==> src/rtl/matrix_sequencer_pkg.sv <==
// Shared definitions for the matrix sequencer: opcodes, FSM states and
// instruction field positions.
package matrix_sequencer_pkg;

  localparam int INSTR_W   = 27;
  localparam int ADDR_W    = 4;
  localparam int FIELD_W   = 7;
  localparam int SCALAR_W  = 8;
  localparam int RETIRED_W = 5;

  localparam int OPC_MSB    = 26;
  localparam int OPC_LSB    = 22;
  localparam int DEST_MSB   = 21;
  localparam int DEST_LSB   = 15;
  localparam int SRC1_MSB   = 14;
  localparam int SRC1_LSB   = 8;
  localparam int SRC2_MSB   = 7;
  localparam int SRC2_LSB   = 1;
  localparam int SCALAR_MSB = 7;
  localparam int SCALAR_LSB = 0;

  typedef enum logic [4:0] {
    OP_NOP       = 5'b00000,
    OP_ADD       = 5'b00001,
    OP_SUB       = 5'b00010,
    OP_MULT      = 5'b00011,
    OP_SCALE     = 5'b00100,
    OP_TRANSPOSE = 5'b00101,
    OP_HALT      = 5'b11111
  } opcode_t;

  typedef enum logic [2:0] {
    ST_IDLE   = 3'd0,
    ST_FETCH  = 3'd1,
    ST_DECODE = 3'd2,
    ST_READ   = 3'd3,
    ST_EXEC   = 3'd4,
    ST_WRITE  = 3'd5,
    ST_HALT   = 3'd6
  } state_t;

  function automatic logic is_unit_op(input logic [4:0] op);
    return (op == OP_ADD) || (op == OP_SUB) || (op == OP_MULT) ||
           (op == OP_SCALE) || (op == OP_TRANSPOSE);
  endfunction

endpackage

==> src/rtl/matrix_sequencer_if.sv <==
// Instruction-memory, data-memory and math-unit signals of the sequencer.
interface matrix_sequencer_if;
  import matrix_sequencer_pkg::*;

  // Handshake: the sequencer holds exactly one en_* high for the whole EXEC
  // state; the unit raises unit_done when its result is ready and the
  // sequencer leaves EXEC on the first edge that samples unit_done high.
  // unit_done is ignored while no enable is high.
  logic [ADDR_W-1:0]   instr_addr;
  logic [INSTR_W-1:0]  instr;
  logic [FIELD_W-1:0]  src1_addr;
  logic [FIELD_W-1:0]  src2_addr;
  logic [FIELD_W-1:0]  dest_addr;
  logic [SCALAR_W-1:0] scalar;
  logic                mem_rd;
  logic                mem_wr;
  logic                en_add;
  logic                en_mult;
  logic                en_scale;
  logic                en_transpose;
  logic                add_or_sub;
  logic                unit_done;

  modport master (
    output instr_addr, src1_addr, src2_addr, dest_addr, scalar,
           mem_rd, mem_wr, en_add, en_mult, en_scale, en_transpose, add_or_sub,
    input  instr, unit_done
  );

  modport slave (
    input  instr_addr, src1_addr, src2_addr, dest_addr, scalar,
           mem_rd, mem_wr, en_add, en_mult, en_scale, en_transpose, add_or_sub,
    output instr, unit_done
  );

endinterface

==> src/rtl/matrix_sequencer_seq_watchdog.sv <==
// EXEC timeout counter: load arms it, each tick consumes one cycle, expire
// flags the last allowed cycle.
module seq_watchdog #(
  parameter int TIMEOUT = 16
) (
  input  logic clk,
  input  logic reset,
  input  logic load,
  input  logic tick,
  output logic expire
);

  localparam int CNT_W = (TIMEOUT > 1) ? $clog2(TIMEOUT) : 1;

  logic [CNT_W-1:0] count;

  // Loaded with TIMEOUT-1 so the count reads zero on the TIMEOUT-th cycle.
  always_ff @(posedge clk or posedge reset) begin
    if (reset) begin
      count <= '0;
    end else if (load) begin
      count <= CNT_W'(TIMEOUT - 1);
    end else if (tick && (count != '0)) begin
      count <= count - 1'b1;
    end
  end

  assign expire = (count == '0);

endmodule

==> src/rtl/matrix_sequencer.sv <==
// Instruction sequencer for the matrix engine: fetches, decodes and steps
// each instruction through read / execute / write with registered strobes.
module matrix_sequencer
  import matrix_sequencer_pkg::*;
#(
  parameter int EXEC_TIMEOUT = 16,
  parameter int LAST_ADDR    = 15
) (
  input  logic                 clk,
  input  logic                 reset,
  input  logic                 start,
  output logic                 busy,
  output logic                 halted,
  output logic                 fault,
  output logic [RETIRED_W-1:0] retired,
  output state_t               dbg_state,
  matrix_sequencer_if.master   bus
);

  state_t                 state, state_n;
  logic [ADDR_W-1:0]      pc, pc_n;
  logic [RETIRED_W-1:0]   retired_q, retired_n;
  logic                   fault_q, fault_n;
  logic [4:0]             op_q;
  logic [4:0]             opcode;
  logic                   latch;
  logic                   wd_load, wd_tick, wd_expire;

  assign opcode = bus.instr[OPC_MSB:OPC_LSB];

  seq_watchdog #(.TIMEOUT(EXEC_TIMEOUT)) u_watchdog (
    .clk    (clk),
    .reset  (reset),
    .load   (wd_load),
    .tick   (wd_tick),
    .expire (wd_expire)
  );

  always_ff @(posedge clk or posedge reset) begin
    if (reset) state <= ST_IDLE;
    else       state <= state_n;
  end

  always_comb begin
    state_n   = state;
    pc_n      = pc;
    retired_n = retired_q;
    fault_n   = fault_q;
    latch     = 1'b0;
    wd_load   = 1'b0;
    wd_tick   = 1'b0;
    unique case (state)
      ST_IDLE, ST_HALT: begin
        if (start) begin
          state_n   = ST_FETCH;
          pc_n      = '0;
          retired_n = '0;
          fault_n   = 1'b0;
        end
      end
      ST_FETCH: state_n = ST_DECODE;
      ST_DECODE: begin
        latch = 1'b1;
        if (opcode == OP_NOP) begin
          retired_n = retired_q + 1'b1;
          if (pc == ADDR_W'(LAST_ADDR)) state_n = ST_HALT;
          else begin
            pc_n    = pc + 1'b1;
            state_n = ST_FETCH;
          end
        end else if (opcode == OP_HALT) begin
          state_n = ST_HALT;
        end else if (is_unit_op(opcode)) begin
          state_n = ST_READ;
        end else begin
          state_n = ST_HALT;
          fault_n = 1'b1;
        end
      end
      ST_READ: begin
        state_n = ST_EXEC;
        wd_load = 1'b1;
      end
      // unit_done is checked before expiry so a late result still retires.
      ST_EXEC: begin
        if (bus.unit_done) state_n = ST_WRITE;
        else if (wd_expire) begin
          state_n = ST_HALT;
          fault_n = 1'b1;
        end else wd_tick = 1'b1;
      end
      ST_WRITE: begin
        retired_n = retired_q + 1'b1;
        if (pc == ADDR_W'(LAST_ADDR)) state_n = ST_HALT;
        else begin
          pc_n    = pc + 1'b1;
          state_n = ST_FETCH;
        end
      end
      default: state_n = ST_IDLE;
    endcase
  end

  // Strobes are registered from the next state so each is high exactly
  // while the FSM sits in the matching state.
  always_ff @(posedge clk or posedge reset) begin
    if (reset) begin
      pc               <= '0;
      retired_q        <= '0;
      fault_q          <= 1'b0;
      op_q             <= '0;
      bus.src1_addr    <= '0;
      bus.src2_addr    <= '0;
      bus.dest_addr    <= '0;
      bus.scalar       <= '0;
      bus.mem_rd       <= 1'b0;
      bus.mem_wr       <= 1'b0;
      bus.en_add       <= 1'b0;
      bus.en_mult      <= 1'b0;
      bus.en_scale     <= 1'b0;
      bus.en_transpose <= 1'b0;
      bus.add_or_sub   <= 1'b0;
      busy             <= 1'b0;
      halted           <= 1'b0;
    end else begin
      pc        <= pc_n;
      retired_q <= retired_n;
      fault_q   <= fault_n;
      if (latch) begin
        op_q          <= opcode;
        bus.src1_addr <= bus.instr[SRC1_MSB:SRC1_LSB];
        bus.src2_addr <= bus.instr[SRC2_MSB:SRC2_LSB];
        bus.dest_addr <= bus.instr[DEST_MSB:DEST_LSB];
        bus.scalar    <= bus.instr[SCALAR_MSB:SCALAR_LSB];
      end
      bus.mem_rd       <= (state_n == ST_READ);
      bus.mem_wr       <= (state_n == ST_WRITE);
      bus.en_add       <= (state_n == ST_EXEC) && ((op_q == OP_ADD) || (op_q == OP_SUB));
      bus.en_mult      <= (state_n == ST_EXEC) && (op_q == OP_MULT);
      bus.en_scale     <= (state_n == ST_EXEC) && (op_q == OP_SCALE);
      bus.en_transpose <= (state_n == ST_EXEC) && (op_q == OP_TRANSPOSE);
      bus.add_or_sub   <= (state_n == ST_EXEC) && (op_q == OP_SUB);
      busy             <= (state_n != ST_IDLE) && (state_n != ST_HALT);
      halted           <= (state_n == ST_HALT);
    end
  end

  assign bus.instr_addr = pc;
  assign retired        = retired_q;
  assign fault          = fault_q;
  assign dbg_state      = state;

endmodule

==> src/flat_wrapper.sv <==
// flat-port wrapper written by rule: the top's interface ports become plain ports
module matrix_sequencer_flat import matrix_sequencer_pkg::*;
#(
  parameter int EXEC_TIMEOUT = 16,
  parameter int LAST_ADDR    = 15
)
  (clk, reset, start, busy, halted, fault, retired, dbg_state, bus_instr_addr, bus_src1_addr, bus_src2_addr, bus_dest_addr, bus_scalar, bus_mem_rd, bus_mem_wr, bus_en_add, bus_en_mult, bus_en_scale, bus_en_transpose, bus_add_or_sub, bus_instr, bus_unit_done);
  matrix_sequencer_if bus_i ();
  input  logic clk;
  input  logic reset;
  input  logic start;
  output logic busy;
  output logic halted;
  output logic fault;
  output logic [RETIRED_W-1:0] retired;
  output state_t dbg_state;
  output wire logic [$bits(bus_i.instr_addr)-1:0] bus_instr_addr;
  output wire logic [$bits(bus_i.src1_addr)-1:0] bus_src1_addr;
  output wire logic [$bits(bus_i.src2_addr)-1:0] bus_src2_addr;
  output wire logic [$bits(bus_i.dest_addr)-1:0] bus_dest_addr;
  output wire logic [$bits(bus_i.scalar)-1:0] bus_scalar;
  output wire logic [$bits(bus_i.mem_rd)-1:0] bus_mem_rd;
  output wire logic [$bits(bus_i.mem_wr)-1:0] bus_mem_wr;
  output wire logic [$bits(bus_i.en_add)-1:0] bus_en_add;
  output wire logic [$bits(bus_i.en_mult)-1:0] bus_en_mult;
  output wire logic [$bits(bus_i.en_scale)-1:0] bus_en_scale;
  output wire logic [$bits(bus_i.en_transpose)-1:0] bus_en_transpose;
  output wire logic [$bits(bus_i.add_or_sub)-1:0] bus_add_or_sub;
  input wire logic [$bits(bus_i.instr)-1:0] bus_instr;
  input wire logic [$bits(bus_i.unit_done)-1:0] bus_unit_done;
  assign bus_instr_addr = bus_i.instr_addr;
  assign bus_src1_addr = bus_i.src1_addr;
  assign bus_src2_addr = bus_i.src2_addr;
  assign bus_dest_addr = bus_i.dest_addr;
  assign bus_scalar = bus_i.scalar;
  assign bus_mem_rd = bus_i.mem_rd;
  assign bus_mem_wr = bus_i.mem_wr;
  assign bus_en_add = bus_i.en_add;
  assign bus_en_mult = bus_i.en_mult;
  assign bus_en_scale = bus_i.en_scale;
  assign bus_en_transpose = bus_i.en_transpose;
  assign bus_add_or_sub = bus_i.add_or_sub;
  assign bus_i.instr = bus_instr;
  assign bus_i.unit_done = bus_unit_done;
  matrix_sequencer #(.EXEC_TIMEOUT(EXEC_TIMEOUT), .LAST_ADDR(LAST_ADDR)) u_core (.clk(clk), .reset(reset), .start(start), .busy(busy), .halted(halted), .fault(fault), .retired(retired), .dbg_state(dbg_state), .bus(bus_i));
endmodule
==> config.mk <==
export PLATFORM = sky130hd
export DESIGN_NAME = matrix_sequencer_flat
export DESIGN_NICKNAME = d
export VERILOG_FILES = /design/src/rtl/matrix_sequencer_pkg.sv /design/src/rtl/matrix_sequencer_if.sv /design/src/rtl/matrix_sequencer_seq_watchdog.sv /design/src/rtl/matrix_sequencer.sv /design/src/flat_wrapper.sv
export SDC_FILE = /design/constraint.sdc
export NUM_CORES = 1
export LEC_CHECK = 0
export BUFFER_PORTS_ARGS = -buffer_cell sky130_fd_sc_hd__buf_2
export CAP_MARGIN = 25
export CORE_MARGIN = 2
export CORE_UTILIZATION = 30
export CTS_CLUSTER_DIAMETER = 150
export DETAILED_ROUTE_END_ITERATION = 10
export GPL_ROUTABILITY_DRIVEN = 0
export HOLD_SLACK_MARGIN = 0.06
export PLACE_DENSITY = 0.5
export SLEW_MARGIN = 20
export SYNTH_ARGS = -nofsm -noshare
export SYNTH_HDL_FRONTEND = slang
export SYNTH_HIERARCHICAL = 1
export SYNTH_SLANG_ARGS = --single-unit
==> constraint.sdc <==
create_clock -name clk -period 5.6 [get_ports clk]
set_input_delay 1.12 -clock clk [delete_from_list [all_inputs] [get_ports clk]]
set_output_delay 1.12 -clock clk [all_outputs]
set_load 0.05 [all_outputs]
Yosys cells after proc, flatten, opt, wreduce, memory -nomap -nowiden. Index checks and enable logic that the tools add are counted. W data, S select, Z words.

Flip-flop bits (word level): 60. Bits in latches: 0. RAM bits: 0. Memory bits (read-only): 0. Input bits: 31. Logic and storage cells: 104. Memories kept: 0.

$add $sub $neg: 3. Multiply operators: 0. Divide/modulo/power cells: 0. $lt $le $gt $ge: 0. Eq/ne operators: 30. Shift-type cells: 0. Multiplexer cells: 29. Bitwise gates (word level): 0. Reductions and logical operators: 23.

Operators by type and width (number): $mux W3 (7); $eq A5 B2 Y1 const B (4); $eq A5 B3 Y1 const B (4); $mux W4 (5); $eq A3 B3 Y1 const B (6); $pmux W3 S6 (1); $pmux W5 S3 (1); $ne A2 B2 Y1 const B (6); $pmux W4 S3 (1); $mux W1 (11); $eq A5 B1 Y1 const B (2); $mux W5 (2); $eq A3 B2 Y1 const B (3); $reduce_bool A3 Y1 (3); $logic_and A1 B1 Y1 (7); $reduce_and A7 Y1 (1); $add A5 B1 Y5 const B (1); $eq A5 B5 Y1 const B (1); $logic_not A5 Y1 (1); $logic_or A1 B1 Y1 (5); $add A4 B1 Y4 const B (1); $eq A4 B4 Y1 const B (1); $logic_not A4 Y1 (1); $reduce_bool A4 Y1 (1); other kinds (9) (9).

Depth between registers and ports, before layout. Gate-level depths: netlist of run 1.

Word-level depth: 11. Depth in mapped cells: 8.

By module. The synthesis of run 1 kept the hierarchy.

By module, submodules not included: matrix_sequencer (instances 1, cells an instance 244, area an instance 2308.5 um^2); seq_watchdog (instances 1, cells an instance 22, area an instance 222.7 um^2).

Worst setup path before layout of run 1. No wires, ideal clock.

Path kind: input port to flip-flop. From: input bus_instr[22]. To: register u_core.bus.en_mult. Library setup time: 0.100 ns. Data arrival time: 2.252 ns. Data required time: 5.500 ns. Setup slack: 3.247 ns. Stages on the path: 5. Path buffers: 0. Cell sequence: nor3_1 -> a21oi_1 -> a211oi_4 -> nand4b_4 -> nor4bb_1.

Longest elaborated chain between the ends: 11.

Ends and longest elaborated chain: from (decl) (RTL line flat_wrapper.sv:29) `input wire logic [$bits(bus_i.instr)-1:0] bus_instr;`; $eq A5 B1 Y1 or $eq A5 B2 Y1 (tied branches) (RTL line matrix_sequencer_pkg.sv:43) `return (op == OP_ADD) || (op == OP_SUB) || (op == OP_MULT) ||`; $logic_or A1 B1 Y1 (3 in a row) (RTL line matrix_sequencer_pkg.sv:43); $logic_or A1 B1 Y1 (RTL line matrix_sequencer_pkg.sv:44) `(op == OP_SCALE) || (op == OP_TRANSPOSE);`; $mux W3 (RTL line matrix_sequencer.sv:73) `end else if (is_unit_op(opcode)) begin`; $mux W3 (RTL line matrix_sequencer.sv:71) `end else if (opcode == OP_HALT) begin`; $mux W3 * (RTL line matrix_sequencer.sv:64) `if (opcode == OP_NOP) begin`; $pmux W3 S6 * (RTL line matrix_sequencer.sv:52) `unique case (state)`; $eq A3 B3 Y1 * (RTL line matrix_sequencer.sv:139) `bus.en_mult <= (state_n == ST_EXEC) && (op_q == OP_MULT);`; $logic_and A1 B1 Y1 * (RTL line matrix_sequencer.sv:139); to (signal assigned) (RTL line matrix_sequencer.sv:139); to (decl) (RTL line matrix_sequencer_if.sv:26) `mem_rd, mem_wr, en_add, en_mult, en_scale, en_transpose, add_or_sub,`.

Every way passes the cells marked *; elsewhere a longest branch is shown, timed or not. A chain may end at the register's enable or synchronous reset.

Final worst setup path of run 1.
From: register u_core.state[0] (netlist: u_core/dbg_state[0]). To: output dbg_state[0].

RTL lines: from (decl) (RTL line matrix_sequencer.sv:20) `state_t state, state_n;`; from (signal assigned) (RTL line matrix_sequencer.sv:41) `else state <= state_n;`; to (decl) (RTL line flat_wrapper.sv:16) `output state_t dbg_state;`.

No word-level cell between the ends.

==> results of run 1 <==
## flip-flops by register name (all words and copies together), names as in the netlist, 3 cells and up
name / cells
u_core/bus.instr_addr: 4
u_core/bus.dest_addr: 7
u_core/retired: 5
u_core/bus.src1_addr: 7
u_core/op_q: 5
u_core/dbg_state: 3
u_core/bus.src2_addr: 7
u_core/u_watchdog/count: 4
## cells in the final DEF, fill, tap and decap left out, drive strengths merged, types with 3 or more instances in the layout
master  netlist  layout
mux2i         6       6
nand4         4       4
buf          12      84
ha            3       3
o21ai         5       5
nand2b        6       6
clkbuf        4       5
nand4b        4       4
a211o         5       5
nor3b         4       4
dfrtp        53      53
nor4b         4       4
nor3          4       4
nand2        91      91
nor2         14      14
a21oi         4       4
a211oi        5       5
nor2b         5       5
inv           8       9
## cells in the mapped netlist (all sizes together) (2+ instances only)
cell and instances:
inv 8, a211oi 5, a21oi 4, ha 3
nand4b 4, nand4 4, nor3b 4, buf 12
dfrtp 53, o21ai 5, or3 2, mux2i 6
nor2 14, nand2 91, nor2b 5, and3 2
clkbuf 4, and2 2, nor3 4, nand3 2
nor4b 4, nand2b 6, a211o 5
## metrics by stage
step	power [mW]	hold slack, ns
after floorplan	1.583	0.4464
after global placement	1.794	0.4543
after detailed placement	1.813	0.4569
after CTS	2.078	0.4810
after global routing	2.193	0.5052
final	2.048	0.4750
## layer usage
| metal | wire length [µm] | share of wire, % |
|---|---|---|
| met4 | 87 | 1.5 |
| met1 | 2734 | 47 |
| met2 | 2733 | 47 |
| met3 | 276 | 4.7 |
| met5 | 0 | 0 |
## power groups by stage
stage	Combinational, mW	Sequential (mW)	Clock [mW]
final	1.13	0.661	0.256
after CTS	1.15	0.663	0.270
after floorplan	0.539	1.04	0
after global placement	1.13	0.665	0
after global routing	1.22	0.690	0.283
after detailed placement	1.14	0.670	0
## worst min-delay path, delay by kind of cell, from the launching register on
kind | cells | cell delay, ns
flip-flops | 1 | 0.35
AND/OR/NAND/NOR | 2 | 0.10
## kinds of logic after synthesis
family	Yosys count	share of synthesized area [%]
simple gates	152	29.96
fa+ha+maj	3	1.483
compound gates	27	8.255
flops	53	52.40
buf+inv	24	5.190
mux	6	2.373
xor+xnor	1	0.3461
## worst max path at each step
stage                              startpoint               endpoint  slack, ns  depth (start not counted)
final                     u_core/dbg_state[0]           dbg_state[0]       3.16                          1
after global routing      u_core/dbg_state[0]  u_core/bus.add_or_sub       2.99                          6
after CTS                 u_core/dbg_state[0]           dbg_state[0]       3.16                          1
after detailed placement        bus_instr[22]    u_core/bus.en_scale       2.90                          6
after global placement          bus_instr[22]     u_core/bus.en_mult       2.95                          6
after floorplan                 bus_instr[22]     u_core/bus.en_mult       3.25                          5
## area by class of cell
| class | instances | share of cell area (%) |
|---|---|---|
| Sequential cell | 53 | 42.69 |
| Multi-Input combinational cell | 189 | 34.64 |
| Timing Repair Buffer | 84 | 14.02 |
| Tap cell | 105 | 4.229 |
| Clock buffer | 5 | 2.215 |
| Clock inverter | 2 | 1.248 |
| Inverter | 8 | 0.9666 |
==> key figures, run 1 <==
Status
  • Status: complete, no violations

STA
  • Fmax: 0.4099 GHz
  • Post-route worst setup slack: 3.161 ns
  • Setup TNS: 0 ns
  • Post-layout min period: 2.439 ns
  • Rel. slew slack: 58.22%
  • Fin. Hold Viols: 0
  • Period Utilization, post-route: 43.56%
  • RSZ-0062 raised after global routing: no
  • Setup violators final: 0
  • Count of final max-slew check failures: 0
  • Worst slew pin tran: 0.6267 ns
  • Worst Clk Skew: 0.008081 ns

Routing
  • Drt wl/cell: 13.07 µm
  • Iter 0 DRT Violations: 136
  • Via count: 2082
  • Via density: 4.668
  • DRC violations left: 0
  • Routed Antenna Nets: 0
  • Routed wire length: 5.831 mm
  • DR pass1 iterations: 4

Logic synthesis
  • Asr flop ratio synth: 100.0%
  • Synth Cell Area: 2531 µm²
  • Yosys warnings: 6
  • FF+latch count, synth: 53
  • Library cells used by synthesis: 47
  • Cell count after synthesis: 266
  • Avg Synthesized Cell Area: 9.516 µm²
  • Synth top area cells: dfrtp_1 (52%), nand2_1 (13%), mux2i_1 (2.4%)
  • Register area share after synthesis: 52.40%
  • Syn_nets: 300
  • Synth area leader: dfrtp_1
  • Most used DFF post-synth: dfrtp_1
  • Top-area cell type share of the netlist area: 52.40%
  • Post-synth EDFFs: 0

Global route
  • Vias in the first global route: 1992
  • Largest net degree at the start of global routing: 50
  • Most Crowded Layer GR: met2
  • Gr usage total: 13.89%
  • Remaining Overflow, GRT: 0
  • Met3 Use GR: 2.741%
  • Met1 Usage GRT: 19.00%
  • Met2 Use GR: 21.91%
  • First-pass GRT wire length: 9.811 mm
  • Initial antenna violation count: 0

Cells and area
  • Final std cells w/o fill: 446
  • P&R area growth vs syn: 22.74%
  • Layout cell share with drive strength beyond 1: 29.62%
  • Finished Cell Area: 3107 µm²
  • Multi-input logic area: 1076 µm²
  • Fin util: 37.81%
  • # fillers: 874
  • ANT cells: 0
  • Net count, final: 375
  • FF/Latch Area: 1326 µm²

Clock network
  • Clock sink count: 53
  • Postcts setup bufs: 0
  • Clock buffer count from CTS: 5
  • Worst-Skew Late Latency: 0.31 ns
  • TritonCTS clock tree: done
  • Max clock buf depth: 2
  • Cts hold-fix bufs: 0
  • CTS H-tree depth: 2
  • Clock transition at the registers of the reported paths: 0.09 ns
  • Root Buffer: clkbuf_8
  • Number of gates resized after cts: 0

Pwr
  • VDD IR max: 0.3237 mV
  • Clock power share: 12.5%
  • Seq pwr share: 32.3%
  • Int Power: 0.9619 mW
  • PwrDens: 659.1 nW/µm²
  • Lkg Pwr: 1.670 nW
  • Combinational Power Share: 55.2%
  • Sw Pwr: 1.086 mW
  • Switching share of power: 53.02%

Placed design
  • Placed cell areas: 2999 µm²
  • Dpl ws: 2.899 ns
  • IO buf count: 81
  • # placed instances: 439
  • Hpwl dp: 4.238 mm

Worst setup path
  • Critical path type: register to output pin
  • Crit path DAT: 1.32 ns
  • CP Max Fanout: 16
  • Largest stage delay, worst path: 0.65 ns
  • Slowest-stage cell, CP: dfrtp_1
  • FF-to-FF End: u_core/bus.add_or_sub
  • Crit path required time: 4.48 ns
  • CP Cell Sequence: buf_2
  • Startpoint types: register
  • Family with the most delay on the worst path: flip-flops
  • CP Buf/Inv Count: 1
  • Reg2reg start: u_core/dbg_state[0]
  • Worst Reg2Reg Path Length in Cells: 6
  • CP endpoint kind: output pin
  • FF-to-FF setup slack: 3.20 ns

Floorplanning
  • Chip width: 95.86 µm
  • Die ar.: 9188 µm²
  • Num rows: 33
  • Top-Level Pins: 82
  • Die height: 95.86 µm
  • Initial core utilization: 30.81%
  • Core Area: 8217 µm²

Hold path
  • Worst Hold Class: register to register
  • WHS Endpoint: u_core/bus.src1_addr[0]
  • Hold path start: u_core/bus.src1_addr[0]
  • Hold path depth: 2

Run
  • Max-cap violations: 0
(Power assumes the default switching activity.)
==> run 2, diff against run 1 <==
PLACE_DENSITY = 0.52   (was 0.5)
clock period = 2.22 ns   (was 5.6 ns; I/O delays follow)
==> key figures, run 2 (synthesized netlist as in run 1, its figures left out) <==
Status
  • Status: complete, no violations

Clock network
  • Clock sink count: 53
  • Clock transition at the registers of the reported paths: 0.10 ns
  • TritonCTS clock tree: done
  • CTS H-tree depth: 2
  • Worst-Skew Late Latency: 0.31 ns
  • Root Buffer: clkbuf_8
  • Max clock buf depth: 2
  • Clock buffer count from CTS: 5

Worst setup path
  • CP Max Fanout: 4
  • CP startpoint: u_core/u_watchdog/count[0]
  • CP Cell Sequence: inv_1, ha_1, nor3b_2, nor4_2, or4b_4, a211o_1
  • Crit path DAT: 2.21 ns
  • Worst Reg2Reg Path Length in Cells: 6
  • CP endpoint kind: register
  • Reg2reg start: u_core/u_watchdog/count[0]
  • FF-to-FF setup slack: 0.20 ns
  • Slowest-stage cell, CP: or4b_4
  • Critical path type: register to register
  • FF-to-FF End: u_core/u_watchdog/count[3]
  • Largest stage delay, worst path: 0.51 ns
  • Crit path required time: 2.41 ns
  • Startpoint types: register

Pwr
  • Clock power share: 11.1%
  • Switching share of power: 53.72%
  • Sw Pwr: 2.754 mW
  • Int Power: 2.372 mW
  • Overall power: 5.126 mW
  • Combinational Power Share: 57.0%
  • Seq pwr share: 31.9%
  • VDD IR max: 0.7239 mV
  • Lkg Pwr: 1.688 nW
  • PwrDens: 1630 nW/µm²

Routing
  • Drt wl/cell: 12.97 µm
  • Routed Antenna Nets: 0
  • Iter 0 DRT Violations: 138
  • DRC violations left: 0
  • Via density: 4.656
  • DR pass1 iterations: 4
  • Via count: 2100
  • Routed wire length: 5.851 mm

STA
  • Period Utilization, post-route: 90.85%
  • Setup TNS: 0 ns
  • Count of final max-slew check failures: 0
  • Fin. Hold Viols: 0
  • Post-layout min period: 2.017 ns
  • Fmax: 0.4958 GHz
  • Worst slew pin tran: 0.6190 ns
  • Worst Clk Skew: 0.009666 ns
  • Rel. slew slack: 58.49%
  • Setup violators final: 0
  • RSZ-0062 raised after global routing: no

Floorplanning
  • Initial core utilization: 30.81%
  • Top-Level Pins: 82
  • Die height: 95.86 µm
  • Num rows: 33
  • Chip width: 95.86 µm
  • Die ar.: 9188 µm²
  • Core Area: 8217 µm²

Cells and area
  • Top Registers: u_core/bus.dest_addr x7, u_core/bus.src1_addr x7, u_core/bus.src2_addr x7
  • Most frequent cells in the layout: nand2_1 (91), buf_2 (81), dfrtp_1 (53), nor2_1 (13)
  • ANT cells: 0
  • Fin util: 38.27%
  • Commonest non-fill, non-tap cell in the layout: nand2_1
  • P&R area growth vs syn: 24.22%
  • Net count, final: 379
  • Final std cells w/o fill: 451
  • # fillers: 858
  • Layout cell share with drive strength beyond 1: 30.92%

Global route
  • Largest net degree at the start of global routing: 26
  • Gr usage total: 13.69%
  • Vias in the first global route: 1943
  • Initial antenna violation count: 0
  • Remaining Overflow, GRT: 0
  • First-pass GRT wire length: 9.680 mm

Hold path
  • WHS Endpoint: u_core/bus.src2_addr[0]
  • Hold path depth: 3
  • Hold path start: bus_instr[1]
  • Worst Hold Class: input pin to register

Placed design
  • IO buf count: 81
  • Hpwl dp: 4.333 mm
  • # placed instances: 442

Run
  • Max-cap violations: 0
## run 2: worst max path at each step
stage	cells after the start	end	slack, ns
after floorplan	6	u_core/bus.en_mult	0.12
after global placement	6	u_core/u_watchdog/count[3]	0.19
after detailed placement	6	u_core/u_watchdog/count[3]	0.14
after CTS	6	u_core/u_watchdog/count[3]	0.12
after global routing	6	u_core/bus.en_mult	0.02
final	6	u_core/u_watchdog/count[3]	0.20
## run 2: power by group through the flow
stage / registers [mW] / logic (mW) / clock network [mW]
2_1_floorplan: 2.63 / 1.36 / 0
3_3_place_gp: 1.65 / 2.93 / 0
3_5_place_dp: 1.65 / 2.95 / 0
4_1_cts: 1.64 / 2.95 / 0.599
5_1_grt: 1.70 / 3.16 / 0.646
6_report: 1.64 / 2.92 / 0.569
## run 2: critical path, delay by kind of cell (launching register included)
| family | cells | cell delay, ns |
|---|---|---|
| AND/OR/NAND/NOR | 3 | 0.98 |
| adder cells (fa/ha/maj) | 1 | 0.20 |
| buffers and inverters | 1 | 0.06 |
| AO/OA/AOI/OAI | 1 | 0.30 |
| flip-flops | 1 | 0.37 |
## run 2: layout make-up
cell class                 instances  area (µm²)  share of cell area [%]
sequential                        53        1326                   42.18
clock buffer                       6       82.58                   2.626
timing repair buffer              88       473.0                   15.04
multi-input combinational        189        1087                   34.58
tap                              105       131.4                   4.178
clock inverter                     2       13.76                  0.4377
inverter                           8       30.03                  0.9550
## run 2: routing by layer
metal | vias up | wire length, µm | share of wire, % | track usage [%]
li1 | 1043 | - | - | -
met3 | 6 | 363 | 6.2 | 3.367
met4 | 0 | 60 | 1.0 | 3.929
met2 | 68 | 2648 | 45 | 20.69
met1 | 983 | 2779 | 47 | 19.46
met5 | - | 0 | 0 | 0
## run 2: what timing repair did
action                                 CTS  global route
setup endpoints to repair                0             2
resized for setup                        0             2
endpoints found under the hold margin    4             0
hold buffers                             1             0
setup buffers                            0             0
## run 2: stage by stage
stage	setup WS [ns]	cell area [µm²]	hold slack (ns)
after detailed placement	0.1408	3027	0.3654
after global placement	0.1922	3027	0.3670
after floorplan	0.1243	2531	0.2101
final	0.2032	3144	0.3165
after global routing	0.02394	3144	0.3112
after CTS	0.1241	3133	0.3091
==> run 3, diff against run 2 <==
SYNTH_HIERARCHICAL = default   (was 1)
==> key figures, run 3 <==
Worst setup path
  • Critical path type: register to register
  • Largest stage delay, worst path: 0.41 ns
  • Slowest-stage cell, CP: dfrtp_1
  • CP Cell Sequence: ha_1, nand3_2, o211a_1, a2111oi_4, nand2b_2, nor4_1
  • CP Max Fanout: 5
  • Crit path DAT: 2.19 ns
  • Startpoint types: register
  • CP endpoint kind: register
  • Crit path required time: 2.42 ns

Logic synthesis
  • Library cells used by synthesis: 45
  • Top-area cell type share of the netlist area: 54.19%
  • Avg Synthesized Cell Area: 9.560 µm²
  • Most used DFF post-synth: dfrtp_1
  • Yosys warnings: 0
  • Synth cell count leaders: nand2_1 (91), dfrtp_1 (53), clkbuf_1 (9), nor2_1 (9), nand3_1 (8)
  • Synth top area cells: dfrtp_1 (54%), nand2_1 (14%), buf_4 (2.1%)
  • Synth area leader: dfrtp_1
  • Synth Cell Area: 2447 µm²
  • Post-synth EDFFs: 0
  • Count leader, synth: nand2_1
  • FF+latch count, synth: 53
  • Register area share after synthesis: 54.19%
  • Asr flop ratio synth: 100.0%
  • Syn_nets: 290
  • Cell count after synthesis: 256

Clock network
  • Clock transition at the registers of the reported paths: 0.10 ns
  • Cts hold-fix bufs: 0
  • CTS H-tree depth: 2
  • TritonCTS clock tree: done
  • Max clock buf depth: 2
  • Clock sink count: 53
  • Worst-Skew Late Latency: 0.30 ns
  • Clock buffer count from CTS: 5
  • Root Buffer: clkbuf_8

Cells and area
  • # fillers: 819
  • Final std cells w/o fill: 444
  • Commonest non-fill, non-tap cell in the layout: nand2_1
  • Top Registers: u_core.bus.dest_addr x7, u_core.bus.scalar x7, u_core.bus.src1_addr x7
  • ANT cells: 0
  • Most frequent cells in the layout: nand2_1 (91), buf_2 (81), dfrtp_1 (53), buf_4 (12), nor2_1 (9)
  • Layout cell share with drive strength beyond 1: 34.50%
  • P&R area growth vs syn: 26.94%
  • Net count, final: 375
  • Finished Cell Area: 3107 µm²

Floorplanning
  • Num rows: 32
  • Top-Level Pins: 82
  • Initial core utilization: 31.35%
  • Core Area: 7807 µm²
  • Chip width: 94.32 µm
  • Die ar.: 8896 µm²
  • Die height: 94.32 µm

Global route
  • Gr usage total: 13.91%
  • Initial antenna violation count: 0
  • First-pass GRT wire length: 9.660 mm
  • Vias in the first global route: 1959
  • Remaining Overflow, GRT: 0
  • Largest net degree at the start of global routing: 31

STA
  • RSZ-0062 raised after global routing: no
  • Fmax: 0.5047 GHz
  • Fin. Hold Viols: 0
  • Worst Clk Skew: 0.003983 ns
  • Period Utilization, post-route: 89.25%
  • Post-route worst setup slack: 0.2387 ns
  • Rel. slew slack: 61.12%
  • Count of final max-slew check failures: 0
  • Setup TNS: 0 ns
  • Setup violators final: 0
  • Post-layout min period: 1.981 ns
  • Worst slew pin tran: 0.5819 ns

Status
  • Status: complete, no violations

Pwr
  • Int Power: 2.363 mW
  • Switching share of power: 54.00%
  • PwrDens: 1653 nW/µm²
  • Lkg Pwr: 1.652 nW
  • Sw Pwr: 2.774 mW
  • Clock power share: 10.5%
  • Seq pwr share: 30.7%
  • Combinational Power Share: 58.8%
  • VDD IR max: 0.4091 mV
  • Overall power: 5.137 mW

Routing
  • DRC violations left: 0
  • Routed wire length: 5.701 mm
  • DR pass1 iterations: 4
  • Iter 0 DRT Violations: 83
  • Via count: 2027
  • Via density: 4.565
  • Routed Antenna Nets: 0
  • Drt wl/cell: 12.84 µm

Placed design
  • IO buf count: 81
  • Placed cell areas: 3009 µm²
  • # placed instances: 436
  • Hpwl dp: 4.267 mm
  • Dpl ws: 0.05381 ns

Hold path
  • Worst Hold Class: input pin to asynchronous set/reset pin

Run
  • Max-cap violations: 0
run 3: cell count changes after synthesis, sizes merged, moves of 4 or more:
cell / previous run / this run
a211o: 5 / 0
buf: 12 / 7
clkbuf: 4 / 9
mux2i: 6 / 0
nand3: 2 / 8
nand4: 4 / 0
nor2: 14 / 10
nor2b: 5 / 1
nor4: 1 / 5
xor2: 0 / 4
run 3: timing repair:
item	4_1_cts	5_1_grt
resized for setup	0	2
endpoints found under the setup margin	0	2
setup buffers	0	0
run 3: per-layer routing:
metal	up-vias	track usage, %	part of all wire (%)
li1	1013	-	-
met1	939	19.53	49
met2	69	21.31	42
met3	6	3.050	7.2
met4	0	4.710	1.4
met5	-	0	0
run 3: power by group through the flow:
stage          clock (mW)  combinational [mW]  sequential [mW]
6_report            0.539                3.02             1.58
5_1_grt             0.598                3.31             1.64
4_1_cts             0.563                3.05             1.58
3_5_place_dp            0                3.05             1.60
3_3_place_gp            0                3.02             1.58
2_1_floorplan           0                1.31             2.63
run 3: worst paths after layout:
check,from,to,slack [ns],cells after the start
hold / removal,reset,u_core.bus.scalar[5],0.18,2
hold reg to reg,u_core.bus.dest_addr[4],u_core.bus.dest_addr[4],0.48,2
max in group asynchronous,reset,u_core.bus.mem_wr,1.50,3
setup / recovery,u_core.bus.instr_addr[0],u_core.bus.en_scale,0.24,6
setup reg to reg,u_core.bus.instr_addr[0],u_core.bus.en_scale,0.24,6
min in group clk,bus_instr[15],u_core.bus.dest_addr[0],0.32,3
run 3: logic make-up (layout without fill, tap and decap cells):
family,after synthesis,count (layout),synth area share [%]
flops,53,53,54.19
mux,2,2,0.9202
buf+inv,23,109,4.601
xor+xnor,7,7,2.505
compound gates,29,29,9.816
simple gates,139,139,26.43
fa+ha+maj,3,3,1.534
run 3: through the flow:
step	util (%)	hold WS, ns
floorplan	-	0.4464
global placement	38.54	0.4551
detailed placement	38.54	0.4608
CTS	39.65	0.1891
global route	39.79	0.2184
finish	39.79	0.1751
run 3: layout make-up:
cell class	count	area (µm²)	share of cell area (%)
clock inverter	3	17.52	0.5638
tap	102	127.6	4.108
inverter	7	26.28	0.8458
timing repair buffer	94	515.5	16.59
multi-input combinational	180	1025	32.98
clock buffer	5	68.82	2.215
sequential	53	1326	42.69
run 3: critical path, delay by kind of cell (launching register included):
family,cells,cell delay [ns]
compound gates,2,0.67
fa+ha+maj,1,0.23
simple gates,3,0.58
flops,1,0.41
